==> src/rtl/const_pkg.sv <==
// -----------------------------------------------------------------------------
// const_pkg
// Shared core constants: datapath widths, the fetch sequencer state encoding,
// default reset/trap vectors and a PC word-alignment helper.
// -----------------------------------------------------------------------------
package const_pkg;

   localparam int REG_WIDTH   = 32;
   localparam int INSTR_WIDTH = 32;

   typedef enum logic [1:0] {
      S_BOOT  = 2'd0,
      S_ISSUE = 2'd1,
      S_WAIT  = 2'd2,
      S_DRAIN = 2'd3
   } fetch_state_t;

   localparam logic [REG_WIDTH-1:0] DEF_RESET_VECTOR = 32'h0000_0000;
   localparam logic [REG_WIDTH-1:0] DEF_TRAP_VECTOR  = 32'h0000_0100;

   // Force a target onto a word boundary by clearing the two low bits.
   function automatic logic [REG_WIDTH-1:0] align_word(input logic [REG_WIDTH-1:0] pc);
      return pc & ~REG_WIDTH'(3);
   endfunction

endpackage

==> src/rtl/fetch_sequencer.sv <==
// -----------------------------------------------------------------------------
// fetch_sequencer
// Drives the PC register (enable + load data) and the instruction-memory fetch
// port, keeping one fetch outstanding and holding the returned instruction in
// a single-entry buffer for decode.
//
// Ports:
//   clk, rst          clock (rising edge), synchronous active-low reset
//   i_pc              current PC register value
//   o_pc_we/o_pc_wdata PC register load enable / data (combinational)
//   o_imem_req/addr   single-cycle fetch request, address = i_pc
//   i_imem_ack/data   response for the outstanding request
//   o_instr_valid/o_instr/o_instr_pc  buffered instruction for decode
//   i_stall           decode cannot take the buffer this cycle
//   i_redirect/_pc    branch/jump redirect request and target
//   i_trap            trap request (wins over redirect)
//   o_flush           registered pulse the cycle after a redirect/trap
// -----------------------------------------------------------------------------
module fetch_sequencer
   import const_pkg::*;
#(
   parameter logic [REG_WIDTH-1:0] RESET_VECTOR = DEF_RESET_VECTOR,
   parameter logic [REG_WIDTH-1:0] TRAP_VECTOR  = DEF_TRAP_VECTOR,
   parameter int                   INSTR_BYTES  = 4
) (
   input  logic                   clk,
   input  logic                   rst,
   input  logic [REG_WIDTH-1:0]   i_pc,
   output logic                   o_pc_we,
   output logic [REG_WIDTH-1:0]   o_pc_wdata,
   output logic                   o_imem_req,
   output logic [REG_WIDTH-1:0]   o_imem_addr,
   input  logic                   i_imem_ack,
   input  logic [INSTR_WIDTH-1:0] i_imem_data,
   output logic                   o_instr_valid,
   output logic [INSTR_WIDTH-1:0] o_instr,
   output logic [REG_WIDTH-1:0]   o_instr_pc,
   input  logic                   i_stall,
   input  logic                   i_redirect,
   input  logic [REG_WIDTH-1:0]   i_redirect_pc,
   input  logic                   i_trap,
   output logic                   o_flush
);

   fetch_state_t           r_state;
   logic                   r_valid;
   logic [INSTR_WIDTH-1:0] r_instr;
   logic [REG_WIDTH-1:0]   r_instr_pc;
   logic                   r_flush;

   fetch_state_t           w_next;
   logic                   w_pc_we;
   logic [REG_WIDTH-1:0]   w_pc_wdata;
   logic                   w_req;
   logic                   w_take;    // redirect/trap accepted this cycle
   logic                   w_load;    // ack data goes into the buffer
   logic                   w_consume;
   logic                   w_free;
   logic                   w_ctl;
   logic [REG_WIDTH-1:0]   w_target;

   assign w_consume = r_valid & ~i_stall;
   // A slot freed by decode this cycle can already be refilled by a new fetch.
   assign w_free    = ~r_valid | w_consume;
   assign w_ctl     = i_trap | i_redirect;
   assign w_target  = i_trap ? TRAP_VECTOR : align_word(i_redirect_pc);

   always_comb begin
      w_next     = r_state;
      w_pc_we    = 1'b0;
      w_pc_wdata = '0;
      w_req      = 1'b0;
      w_take     = 1'b0;
      w_load     = 1'b0;
      // While reset is held nothing leaves the block; state is reloaded in the
      // sequential block.
      if (rst) begin
         case (r_state)
            S_BOOT: begin
               w_pc_we    = 1'b1;
               w_pc_wdata = RESET_VECTOR;
               w_next     = S_ISSUE;
            end
            S_ISSUE: begin
               if (w_ctl) begin
                  w_take = 1'b1;
               end else if (w_free) begin
                  w_req  = 1'b1;
                  w_next = S_WAIT;
               end
            end
            S_WAIT: begin
               if (w_ctl) begin
                  w_take = 1'b1;
                  // A response arriving with the redirect retires the request;
                  // otherwise it is still in flight and must be drained.
                  w_next = i_imem_ack ? S_ISSUE : S_DRAIN;
               end else if (i_imem_ack) begin
                  w_load     = 1'b1;
                  w_pc_we    = 1'b1;
                  w_pc_wdata = i_pc + REG_WIDTH'(INSTR_BYTES);
                  w_next     = S_ISSUE;
               end
            end
            S_DRAIN: begin
               if (w_ctl) w_take = 1'b1;
               if (i_imem_ack) w_next = S_ISSUE;
            end
            default: w_next = S_BOOT;
         endcase
         if (w_take) begin
            w_pc_we    = 1'b1;
            w_pc_wdata = w_target;
         end
      end
   end

   always_ff @(posedge clk) begin
      if (!rst) begin
         r_state    <= S_BOOT;
         r_valid    <= 1'b0;
         r_instr    <= '0;
         r_instr_pc <= '0;
         r_flush    <= 1'b0;
      end else begin
         r_state <= w_next;
         r_flush <= w_take;
         if (w_take) begin
            r_valid <= 1'b0;
         end else if (w_load) begin
            r_valid    <= 1'b1;
            r_instr    <= i_imem_data;
            r_instr_pc <= i_pc;
         end else if (w_consume) begin
            r_valid <= 1'b0;
         end
      end
   end

   assign o_pc_we       = w_pc_we;
   assign o_pc_wdata    = w_pc_wdata;
   assign o_imem_req    = w_req;
   assign o_imem_addr   = i_pc;
   assign o_instr_valid = r_valid;
   assign o_instr       = r_instr;
   assign o_instr_pc    = r_instr_pc;
   assign o_flush       = r_flush;

endmodule

==> config.mk <==
export PLATFORM = sky130hd
export DESIGN_NAME = fetch_sequencer
export DESIGN_NICKNAME = d
export VERILOG_FILES = /design/src/rtl/const_pkg.sv /design/src/rtl/fetch_sequencer.sv
export SDC_FILE = /design/constraint.sdc
export NUM_CORES = 1
export LEC_CHECK = 0
export ABC_AREA = 1
export CAP_MARGIN = 0
export CORE_MARGIN = 3
export CORE_UTILIZATION = 25
export DETAILED_ROUTE_END_ITERATION = 8
export PLACE_DENSITY_LB_ADDON = 0.3
export RECOVER_POWER = 100
export SLEW_MARGIN = 10
export SYNTH_ARGS = -nofsm -noshare
export SYNTH_HDL_FRONTEND = slang
export SYNTH_SLANG_ARGS = --single-unit
==> constraint.sdc <==
create_clock -name clk -period 2.24 [get_ports clk]
set_input_delay 0.56 -clock clk [delete_from_list [all_inputs] [get_ports clk]]
set_output_delay 0.56 -clock clk [all_outputs]
set_load 0.05 [all_outputs]
==> summary.txt <==
Detailed routing
  – Drt wl/cell: 16.20 um
  – Drc violations: 0
  – Vias/cell: 4.571
  – Final antenna-violating net count: 0
  – Wirelength, routed: 18.08 mm
  – Via count: 5101
  – First-pass DRT Iterations: 4
  – 1st-iter DRT viols: 273

Cells and area
  – Synth-to-layout area growth: 136.0%
  – Finished Core Util: 0.6100
  – Register area: 1364 um^2
  – Filler cell count: 1244
  – Final Non-Filler Cells: 1116
  – Layout cells sized above 1: 0.4608
  – Design area: 8966 um^2
  – Multi-input logic area: 2738 um^2
  – Final nets: 1029
  – Commonest non-fill, non-tap cells in the layout: clkdlybuf4s50_1, buf_4, nand2_1, buf_12, dfxtp_1
  – Most common cell after layout, fill and taps aside: clkdlybuf4s50_1

Clock network
  – CTS Root Cell: clkbuf_16
  – CTS max path bufs: 2
  – # hold bufs at CTS: 0
  – # H-tree levels: 3
  – CTS clk-pin slew, worst paths: 0.06 ns
  – CTS buffer count: 9
  – Clock latency on the worst-skew pair: 0.34 ns
  – CTS tree: done
  – Clk sinks: 68

GRT
  – Grt met2 use: 0.3421
  – Largest net degree at the start of global routing: 52
  – Global-route wire length before repair: 26.81 mm
  – Gr ovfl total: 0
  – Initial antenna violation count: 0
  – Number of global-route vias before repair: 5010
  – GR Util met1: 0.2547
  – Tot GR Track Use: 0.2050
  – Most Crowded Layer GR: met2
  – Grt met3 use: 0.05317

Floorplanning
  – Die area: 16710 um^2
  – IO Pins: 234
  – Die Wd: 129.3 um
  – Core Footprint: 14700 um^2
  – Die height: 129.3 um
  – Rows: 44
  – Starting density of the core: 0.2584

Yosys
  – Distinct cell type count after synthesis: 29
  – Asr flop ratio synth: 0
  – Synthesized area: 3799 um^2
  – Synthesis warning total: 0
  – Syn Area/Cell: 6.527 um^2
  – Synth top area cells: dfxtp_1, nand2_1, nand3_1, buf_4, nor2_1
  – Post-Syn Nets: 685
  – Yosys top cell by area: dfxtp_1
  – Seq/Total Area, Yosys: 0.3584
  – Yosys reg bits: 68
  – Post-Syn Instances: 582
  – Top_reg_cell synth: dfxtp_1
  – Yosys top cell area share: 0.3584
  – Number of flops mapped to enable cells by yosys: 0

STA
  – # setup viols final: 29
  – Final Cycle Share: 1.057
  – Slew @ Worst Pin: 1.139 ns
  – Final Hold Vio Count: 0
  – Minimum clock period: 2.367 ns
  – PnR worst setup slack: -0.1272 ns
  – Max-slew violation count: 0
  – Max Freq: 422.4 MHz
  – Slew headroom: 0.2405
  – RSZ-0062 raised after global routing: yes
  – Clk_skew: 0.006730 ns

Setup path
  – Critical path fanouts, max: 6
  – Flop-to-flop setup slack: 0.15 ns
  – Worst r2r dst: o_instr_pc[9]$_SDFFE_PN0P_
  – Critical path origin: i_pc[3]
  – WP data arrival: 1.81 ns
  – Crit path kind: in -> out
  – Worst EP required: 1.68 ns
  – Worst r2r src: r_state[1]$_SDFFE_PN0P_
  – Cell depth of the worst flop-to-flop path: 10
  – Critical Path End Type: primary output
  – CP Launch Type: input port

Place
  – Dpl cells: 1051
  – Dpl hpwl: 12.67 mm
  – GPL Wtd Cong: 0.8700
  – Placed Area: 7551 um^2
  – PortBufs: 231

Min path
  – HP Start: o_instr_pc[0]$_SDFFE_PN0P_
  – Hold Path Stages: 2
  – Hold Path End: o_instr_pc[0]$_SDFFE_PN0P_
  – Min-delay worst type: reg -> reg

Status
  – Violated checks: negative setup slack
  – Outcome: finished with violations

Power
  – Power Dens Cells: 407.5 nW/um^2
  – Worst vdd ir: 0.0004025 V
  – Leakage power: 4.015 nW

Job
  – Max cap viols: 0
[worst max path at each step]
stage | to | slack, ns | cells past startpoint
after detailed placement | o_pc_wdata[30] | -0.72 | 10
after CTS | o_pc_wdata[30] | -0.14 | 10
after global placement | o_pc_wdata[30] | -0.70 | 10
final | o_pc_wdata[28] | -0.13 | 11
after floorplan | o_pc_wdata[6] | -0.12 | 4
after global routing | o_pc_wdata[0] | -0.19 | 11
[worst max-delay path, cell delays in order]
cell and delay (ns):
buf_8 0.08, ha_4 0.14, nand2_4 0.05, nor2_4 0.22, nand3_4 0.14, nor2_4 0.12, buf_6 0.13, nand2_2 0.06
nand2_2 0.07, nand3_2 0.07, buf_12 0.16
[stage by stage]
step	power, mW	hold WS [ns]	setup slack, ns	setup TNS (ns)
4_1_cts	3.695	0.4669	-0.1371	-2.477
5_1_grt	3.784	0.4833	-0.1944	-4.135
6_report	3.654	0.4622	-0.1272	-1.836
2_1_floorplan	1.594	0.4775	-0.1209	-0.1209
3_5_place_dp	2.128	0.4590	-0.7158	-17.79
3_3_place_gp	2.126	0.4518	-0.6996	-17.37
[synth_stat cells (all sizes together), types with 5 or more instances]
master  number
a21oi        8
a31o         5
buf         51
clkbuf       7
dfxtp       68
inv         47
nand2      170
nand3       92
nand4        7
nor2        69
nor3        15
o21ai       35
[flip-flops by register name, summed over array words and instances (netlist names)]
| name | flops |
|---|---|
| o_instr | 32 |
| o_instr_pc | 32 |
| r_state | 2 |
| o_instr_valid | 1 |
| o_flush | 1 |
[report_power, final]
part | internal (mW) | switching (mW)
Combinational | 0.460 | 0.495
Clock | 0.881 | 0.597
Sequential | 1.22 | 0.00414
Total | 2.56 | 1.10
[per-layer routing]
layer	share of wire	routed length [um]
met5	0	0
met4	0.031	567
met2	0.50	8972
met1	0.40	7249
met3	0.071	1289
[repair_timing]
action,4_1_cts,5_1_grt
setup buffers,24,21
cloned,5,1
pin swaps,48,47
endpoints found under the setup margin,34,32
gates resized for setup,243,110
endpoints found under the hold margin,0,0
[layout make-up]
class / count / area share
Timing Repair Buffer: 391 / 0.4608
Clock inverter: 7 / 0.009350
Sequential cell: 68 / 0.1521
Inverter: 47 / 0.02135
Multi-Input combinational cell: 409 / 0.3053
Antenna cell: 1 / 0.0002791
Clock buffer: 9 / 0.02512
Tap cell: 184 / 0.02568
[kinds of logic after synthesis]
| family | synth area share |
|---|---|
| xor gates and xnor gates | 0.006918 |
| and+or+nand+nor | 0.4091 |
| buffers and inverters | 0.1479 |
| DFF | 0.3584 |
| adders and majority gates | 0.003293 |
| AOI/OAI and AO/OA | 0.07444 |
No activity file was read; power rests on OpenSTA's default activity.
